===== src/rtl/i2s_tx_if.sv =====
// Sample-pair stream from the volume stage into the I2S transmitter.
interface i2s_tx_if #(
  parameter int SAMPLE_BITS = 16
);
  logic signed [SAMPLE_BITS-1:0] left_in;
  logic signed [SAMPLE_BITS-1:0] right_in;
  logic                          sample_valid;
  logic                          sample_ready;

  modport master (output left_in, output right_in, output sample_valid, input sample_ready);
  modport slave  (input left_in, input right_in, input sample_valid, output sample_ready);
endinterface


===== src/rtl/i2s_tx.sv =====
// Philips I2S transmitter: divides clk into BCLK/LRCLK and serializes one
// buffered signed stereo pair per 32-BCLK frame, flagging underruns.
module i2s_tx #(
  parameter int CLK_DIV     = 32,
  parameter int SAMPLE_BITS = 16
) (
  input  logic     clk,
  input  logic     rst_n,
  i2s_tx_if.slave  s_if,
  output logic     bclk,
  output logic     lrclk,
  output logic     sdata,
  output logic     underrun
);
  localparam int CNT_W   = (CLK_DIV > 1) ? $clog2(CLK_DIV) : 1;
  localparam int FRAME_W = 2 * SAMPLE_BITS;
  localparam logic [CNT_W-1:0] DIV_LAST = CNT_W'(CLK_DIV - 1);

  logic [CNT_W-1:0]              div_cnt_q, div_cnt_d;
  logic                          bclk_q, bclk_d;
  logic [4:0]                    slot_q, slot_d;
  logic [FRAME_W-1:0]            shift_q, shift_d;
  logic                          full_q, full_d;
  logic                          underrun_q, underrun_d;
  logic signed [SAMPLE_BITS-1:0] hold_l_q, hold_l_d;
  logic signed [SAMPLE_BITS-1:0] hold_r_q, hold_r_d;
  logic                          tick, fall_evt, load_evt, accept;

  always_comb begin
    tick      = (div_cnt_q == DIV_LAST);
    fall_evt  = tick && bclk_q;
    load_evt  = fall_evt && (slot_q == 5'd0);
    accept    = s_if.sample_valid && !full_q;

    div_cnt_d = tick ? '0 : div_cnt_q + 1'b1;
    bclk_d    = bclk_q ^ tick;
    slot_d    = fall_evt ? slot_q + 5'd1 : slot_q;

    // Load happens entering slot 1, giving the one-BCLK I2S data delay.
    shift_d = shift_q;
    if (load_evt)
      shift_d = full_q ? {hold_l_q, hold_r_q} : '0;
    else if (fall_evt)
      shift_d = {shift_q[FRAME_W-2:0], 1'b0};

    underrun_d = load_evt && !full_q;
    // A pair accepted in the load cycle was not visible to that load; it waits.
    full_d   = accept || (full_q && !load_evt);
    hold_l_d = accept ? s_if.left_in  : hold_l_q;
    hold_r_d = accept ? s_if.right_in : hold_r_q;
  end

  always_ff @(posedge clk or negedge rst_n) begin
    if (!rst_n) begin
      div_cnt_q  <= '0;
      bclk_q     <= 1'b0;
      slot_q     <= 5'd0;
      shift_q    <= '0;
      full_q     <= 1'b0;
      underrun_q <= 1'b0;
    end else begin
      div_cnt_q  <= div_cnt_d;
      bclk_q     <= bclk_d;
      slot_q     <= slot_d;
      shift_q    <= shift_d;
      full_q     <= full_d;
      underrun_q <= underrun_d;
    end
  end

  // Holding data is qualified by full_q, so it needs no reset.
  always_ff @(posedge clk) begin
    hold_l_q <= hold_l_d;
    hold_r_q <= hold_r_d;
  end

  assign bclk              = bclk_q;
  assign lrclk             = slot_q[4];
  assign sdata             = shift_q[FRAME_W-1];
  assign underrun          = underrun_q;
  assign s_if.sample_ready = !full_q;
endmodule


===== src/flat_wrapper.sv =====
// flat-port wrapper written by rule: the top's interface ports become plain ports
module i2s_tx_flat 
#(
  parameter int CLK_DIV     = 32,
  parameter int SAMPLE_BITS = 16
)
  (clk, rst_n, bclk, lrclk, sdata, underrun, s_if_left_in, s_if_right_in, s_if_sample_valid, s_if_sample_ready);
  i2s_tx_if #(.SAMPLE_BITS(SAMPLE_BITS)) s_if_i ();
  input  logic clk;
  input  logic rst_n;
  output logic bclk;
  output logic lrclk;
  output logic sdata;
  output logic underrun;
  input wire logic [$bits(s_if_i.left_in)-1:0] s_if_left_in;
  input wire logic [$bits(s_if_i.right_in)-1:0] s_if_right_in;
  input wire logic [$bits(s_if_i.sample_valid)-1:0] s_if_sample_valid;
  output wire logic [$bits(s_if_i.sample_ready)-1:0] s_if_sample_ready;
  assign s_if_i.left_in = s_if_left_in;
  assign s_if_i.right_in = s_if_right_in;
  assign s_if_i.sample_valid = s_if_sample_valid;
  assign s_if_sample_ready = s_if_i.sample_ready;
  i2s_tx #(.CLK_DIV(CLK_DIV), .SAMPLE_BITS(SAMPLE_BITS)) u_core (.clk(clk), .rst_n(rst_n), .s_if(s_if_i), .bclk(bclk), .lrclk(lrclk), .sdata(sdata), .underrun(underrun));
endmodule

===== config.mk =====
export PLATFORM = sky130hd
export DESIGN_NAME = i2s_tx_flat
export DESIGN_NICKNAME = d
export VERILOG_FILES = /design/src/rtl/i2s_tx_if.sv /design/src/rtl/i2s_tx.sv /design/src/flat_wrapper.sv
export SDC_FILE = /design/constraint.sdc
export NUM_CORES = 1
export LEC_CHECK = 0
export CAP_MARGIN = 15
export CORE_UTILIZATION = 49
export DETAILED_ROUTE_END_ITERATION = 7
export PLACE_DENSITY = 0.72
export SLEW_MARGIN = 25
export SYNTH_ARGS = -nofsm -noshare
export SYNTH_HDL_FRONTEND = slang
export SYNTH_SLANG_ARGS = --single-unit

===== constraint.sdc =====
create_clock -name clk -period 2.6 [get_ports clk]
set_clock_uncertainty 0.05 [all_clocks]
set_input_delay 0.26 -clock clk [delete_from_list [all_inputs] [get_ports clk]]
set_output_delay 0.26 -clock clk [all_outputs]
set_load 0.005 [all_outputs]

Word-level counts from Yosys, hierarchy flattened
Cells that the tools add are included.
W data, S select, Z words.
{ "totals": {"register_bits": 77, "in_bits": 35, "output_inout_bits": 5, "word_cells": 26} }
{ "op_classes": {"n_addsub": 2, "eq_ne": 1, "muxes": 4, "n_bitwise": 1, "reduce_logical": 10} }
{ "ops": {"columns": ["op", "count"], "rows": [
  ["$mux W32", 3],
  ["$add A5 B1 Y5 const B", 2],
  ["$eq A5 B5 Y1 const B", 1],
  ["$logic_and A1 B1 Y1", 5],
  ["$logic_not A5 Y1", 1],
  ["$mux W5", 1],
  ["$logic_not A1 Y1", 2],
  ["$reduce_bool A2 Y1", 1],
  ["$logic_or A1 B1 Y1", 1],
  ["$xor A1 B1 Y1", 1]
]} }

Depth between registers and ports, before layout
{ "logic_depth": {"depth_word": 6, "mapped_depth": 8, "mapped_depth_nobuf": 6} }

Least setup slack after synthesis
Ideal clock, no wire load.
{ "synth_timing": {"path_type": "reg-to-reg", "start": "reg u_core.full_q", "end": "reg u_core.hold_l_q[0] (enable)", "setup_time_ps": 426, "arrival_ps": 2008, "required_time_ps": 2124, "slack_ps": 116, "path_stages_with_launch": 3, "n_path_buf": 1, "period_less_slack_ps": 2484, "path_cell_list": "dfrtp_1 > clkbuf_1 > nor2b_1"} }
{ "synth_via": {"elab_chain_len": 2} }
{ "synth_lines": {"columns": ["element", "line", "text"], "rows": [
  ["start: declaration", "i2s_tx.sv:23", "logic full_q, full_d;"],
  ["start signal: assignment", "i2s_tx.sv:66", "full_q <= full_d;"],
  ["$logic_not A1 Y1", "i2s_tx.sv:33", "accept = s_if.sample_valid && !full_q;"],
  ["$logic_and A1 B1 Y1", "i2s_tx.sv:33", null],
  ["via u_core.accept", "i2s_tx.sv:27", "logic tick, fall_evt, load_evt, accept;"],
  ["end signal: assignment", "i2s_tx.sv:73", "hold_l_q <= hold_l_d;"],
  ["end: declaration", "i2s_tx.sv:25", "logic signed [SAMPLE_BITS-1:0] hold_l_q, hold_l_d;"]
]} }
The timed path passes the listed nets, and every way through them passes these cells.
A chain may end at the register's enable or synchronous reset.

Worst setup path in the final report
{ "layout_timing": {"start": "reg u_core.div_cnt_q[0]", "end": "reg u_core.slot_q[4]"} }
{ "layout_via": {"elab_chain_len": 2} }
{ "layout_lines": {"columns": ["element", "line", "text"], "rows": [
  ["start: declaration", "i2s_tx.sv:19", "logic [CNT_W-1:0] div_cnt_q, div_cnt_d;"],
  ["start signal: assignment", "i2s_tx.sv:62", "div_cnt_q <= div_cnt_d;"],
  ["$eq A5 B5 Y1", "i2s_tx.sv:30", "tick = (div_cnt_q == DIV_LAST);"],
  ["$logic_and A1 B1 Y1", "i2s_tx.sv:31", "fall_evt = tick && bclk_q;"],
  ["via u_core.fall_evt", "i2s_tx.sv:27", null],
  ["end signal: assignment", "i2s_tx.sv:64", "slot_q <= slot_d;"],
  ["end: declaration", "i2s_tx.sv:21", "logic [4:0] slot_q, slot_d;"]
]} }
The timed path passes the listed nets, and every way through them passes these cells.

==> results.cfg <==
[final_layout]
post-route-util_pct = 61.3
diodes = 0
layout-drive-gt1-share_pct = 7.46
fillers = 461
nets = 330
area_growth_pct = 20.2

[logic_synthesis]
yosysMostFrequentCell = dfrtp_1
ys_top_cells_by_count = dfrtp_1 (45), nor2_1 (35), nand2_1 (34)
synth.top_cell.area_share_pct = 37.3
yosys.area.top_type = dfrtp_1
yosysSeqAreaShare_pct = 69.2
synth_area_leaders = dfrtp_1 (37%), edfxtp_1 (32%), a31oi_1 (6.4%), nand3_1 (5.5%), nor2_1 (4.4%)
synth-edff-count = 32
ys_types = 21
synth_nets = 293
synth_flop_cell = dfrtp_1
ys_async_sr_fraction_pct = 58.4
synth_seq_cells = 77
syn_area_um2 = 3020
postSynthAreaPerCell_um2 = 11.9
synthCells = 253
yosysWarningCount = 0

[cts]
root_buffer = clkbuf_8
clock_sinks = 77
post_cts_buffers = 0
htree_levels = 3
clockBufferDepth = 2
cts_buffers = 9
ctsResizeCount = 0
clk_pin_slew_worst_paths_ns = 0.07
clk_latency_ns = 0.34
hold_buffers = 0
cts_tree = yes

[critical_path]
arrival_ns = 2.09
worst_ep_required_time_ns = 2.76
critPathKind = reg2reg
start_kind = flip-flop
crit_path_end_kind = flip-flop
worst-r2r-setup-slack_ns = 0.67
path_max_fanout = 71

[floorplan]
dieArea_um2 = 6480
rows = 28
die-width_um = 80.5
ios = 40
die-height_um = 80.5
start_util_pct = 51.0
coreArea_um2 = 5920

[sta]
hold_viol = 0
rsz0062_at_grt = false
drv_slew = 0
final.period_utilization_pct = 74.2
period_minus_slack_ns = 1.93
setup-tns-final_ns = 0
relSlewSlack_pct = 62.0
fmax_mhz = 518
setup_viol = 0
tightest_slew_ns = 0.570

[flow_run]
maxCapViolCount = 0

[grt]
antenna_found_initial = 0
grt_max_degree = 72
grt_overflow_total = 0
grt_pass1_wl_um = 8830
grtUsageTotal_pct = 18.7
first_global_vias = 1985

[routing]
vias = 1969
drt_iter0_markers = 129
routedWlPerCell_um = 13.7
routed_wl_um = 5060
drc = 0
ant_nets = 0
drt-vias-per-instance = 5.32
firstDrtPassIters = 4

[placed_design]
numPortBuffers = 39
dp_hpwl_um = 3050
globalplace.congestion = 0.674

[power]
peakVddDrop_v = 0.000387
p_leak_nw = 1.50
powerDensity_nw_per_um2 = 598

[outcome]
status = completed

[worst_hold_path]
hold_class = in2async
==> report_power, final <==
part           leakage [nW]  switching (mW)  internal [mW]  total (mW)
clock                0.0844           0.391          0.372       0.762
sequential            0.901          0.0112           1.29        1.30
combinational         0.510          0.0465         0.0601       0.107
==> stage by stage <==
step	hold WS, ns	area, µm²	std cells	power, mW	worst slack, ns
CTS	0.0607	3620	369	2.20	0.659
global route	0.401	3630	370	2.26	0.531
floorplan	-0.0856	3020	253	1.35	0.116
detailed placement	0.418	3450	353	1.43	0.691
global placement	0.397	3450	353	1.43	0.775
finish	0.406	3630	370	2.17	0.670
==> worst paths after layout <==
| kind | depth (start not counted) | endpoint | from |
|---|---|---|---|
| worst max-delay path | 7 | u_core.slot_q[4] | u_core.div_cnt_q[0] |
| worst min-delay path | 2 | u_core.slot_q[2] | rst_n |
| worst max register to register | 7 | u_core.slot_q[4] | u_core.div_cnt_q[0] |
| worst min register to register | 1 | u_core.div_cnt_q[0] | u_core.div_cnt_q[0] |
| max in group asynchronous | 2 | u_core.shift_q[13] | rst_n |
| min in group clk | 1 | u_core.hold_l_q[2] | s_if_left_in[2] |
==> sequential cells by signal, indices dropped and copies added, names as in the netlist <==
| signal | flops |
|---|---|
| u_core.div_cnt_q | 5 |
| u_core.hold_r_q | 16 |
| u_core.bclk | 1 |
| u_core.shift_q | 32 |
| u_core.slot_q | 5 |
| u_core.underrun | 1 |
| u_core.full_q | 1 |
| u_core.hold_l_q | 16 |
==> kinds of logic after synthesis <==
logic type                 share of synthesized area (%)
adders and majority gates                           2.07
AOI/OAI and AO/OA                                   7.26
buffers and inverters                               3.77
DFF                                                 69.2
and+or+nand+nor                                     16.0
xor gates and xnor gates                            1.74
==> final cells by class <==
type / count / area (µm²) / share of cell area, %
repair buffers: 45 / 448 / 12.3
flip-flops and latches: 77 / 2090 / 57.5
well taps: 75 / 93.8 / 2.59
clock inverters: 2 / 10.0 / 0.276
inverters: 4 / 15.0 / 0.414
multi-input cells: 153 / 822 / 22.7
clock buffers: 14 / 153 / 4.21
==> placed cells by master, fill, tap and decap left out, drive strengths merged, types with 2 or more instances in the layout <==
cell type	count
a31oi	31
buf	6
clkbuf	14
clkdlybuf4s50	38
clkinv	2
dfrtp	45
edfxtp	32
ha	5
inv	4
nand2	34
nand3	33
nand4	2
nor2	35
xnor2	4
xor2	2
==> layer usage <==
metal  global-route usage (%)  up-vias  part of all wire [%]
li1                         -      963                     -
met1                     23.6      954                    47
met2                     28.7       43                    47
met3                     3.52        9                   3.4
met4                     13.6        0                   2.4
met5                        0        -                     0
==> worst max-delay path: stages, from the launching register on <==
cell and delay, ns:
dfrtp_1 0.37, ha_1 0.20, and3_1 0.17, ha_1 0.21
ha_2 0.22, buf_12 0.27, nand4_1 0.15, xnor2_1 0.16
Power figures use the tool's default switching activity.
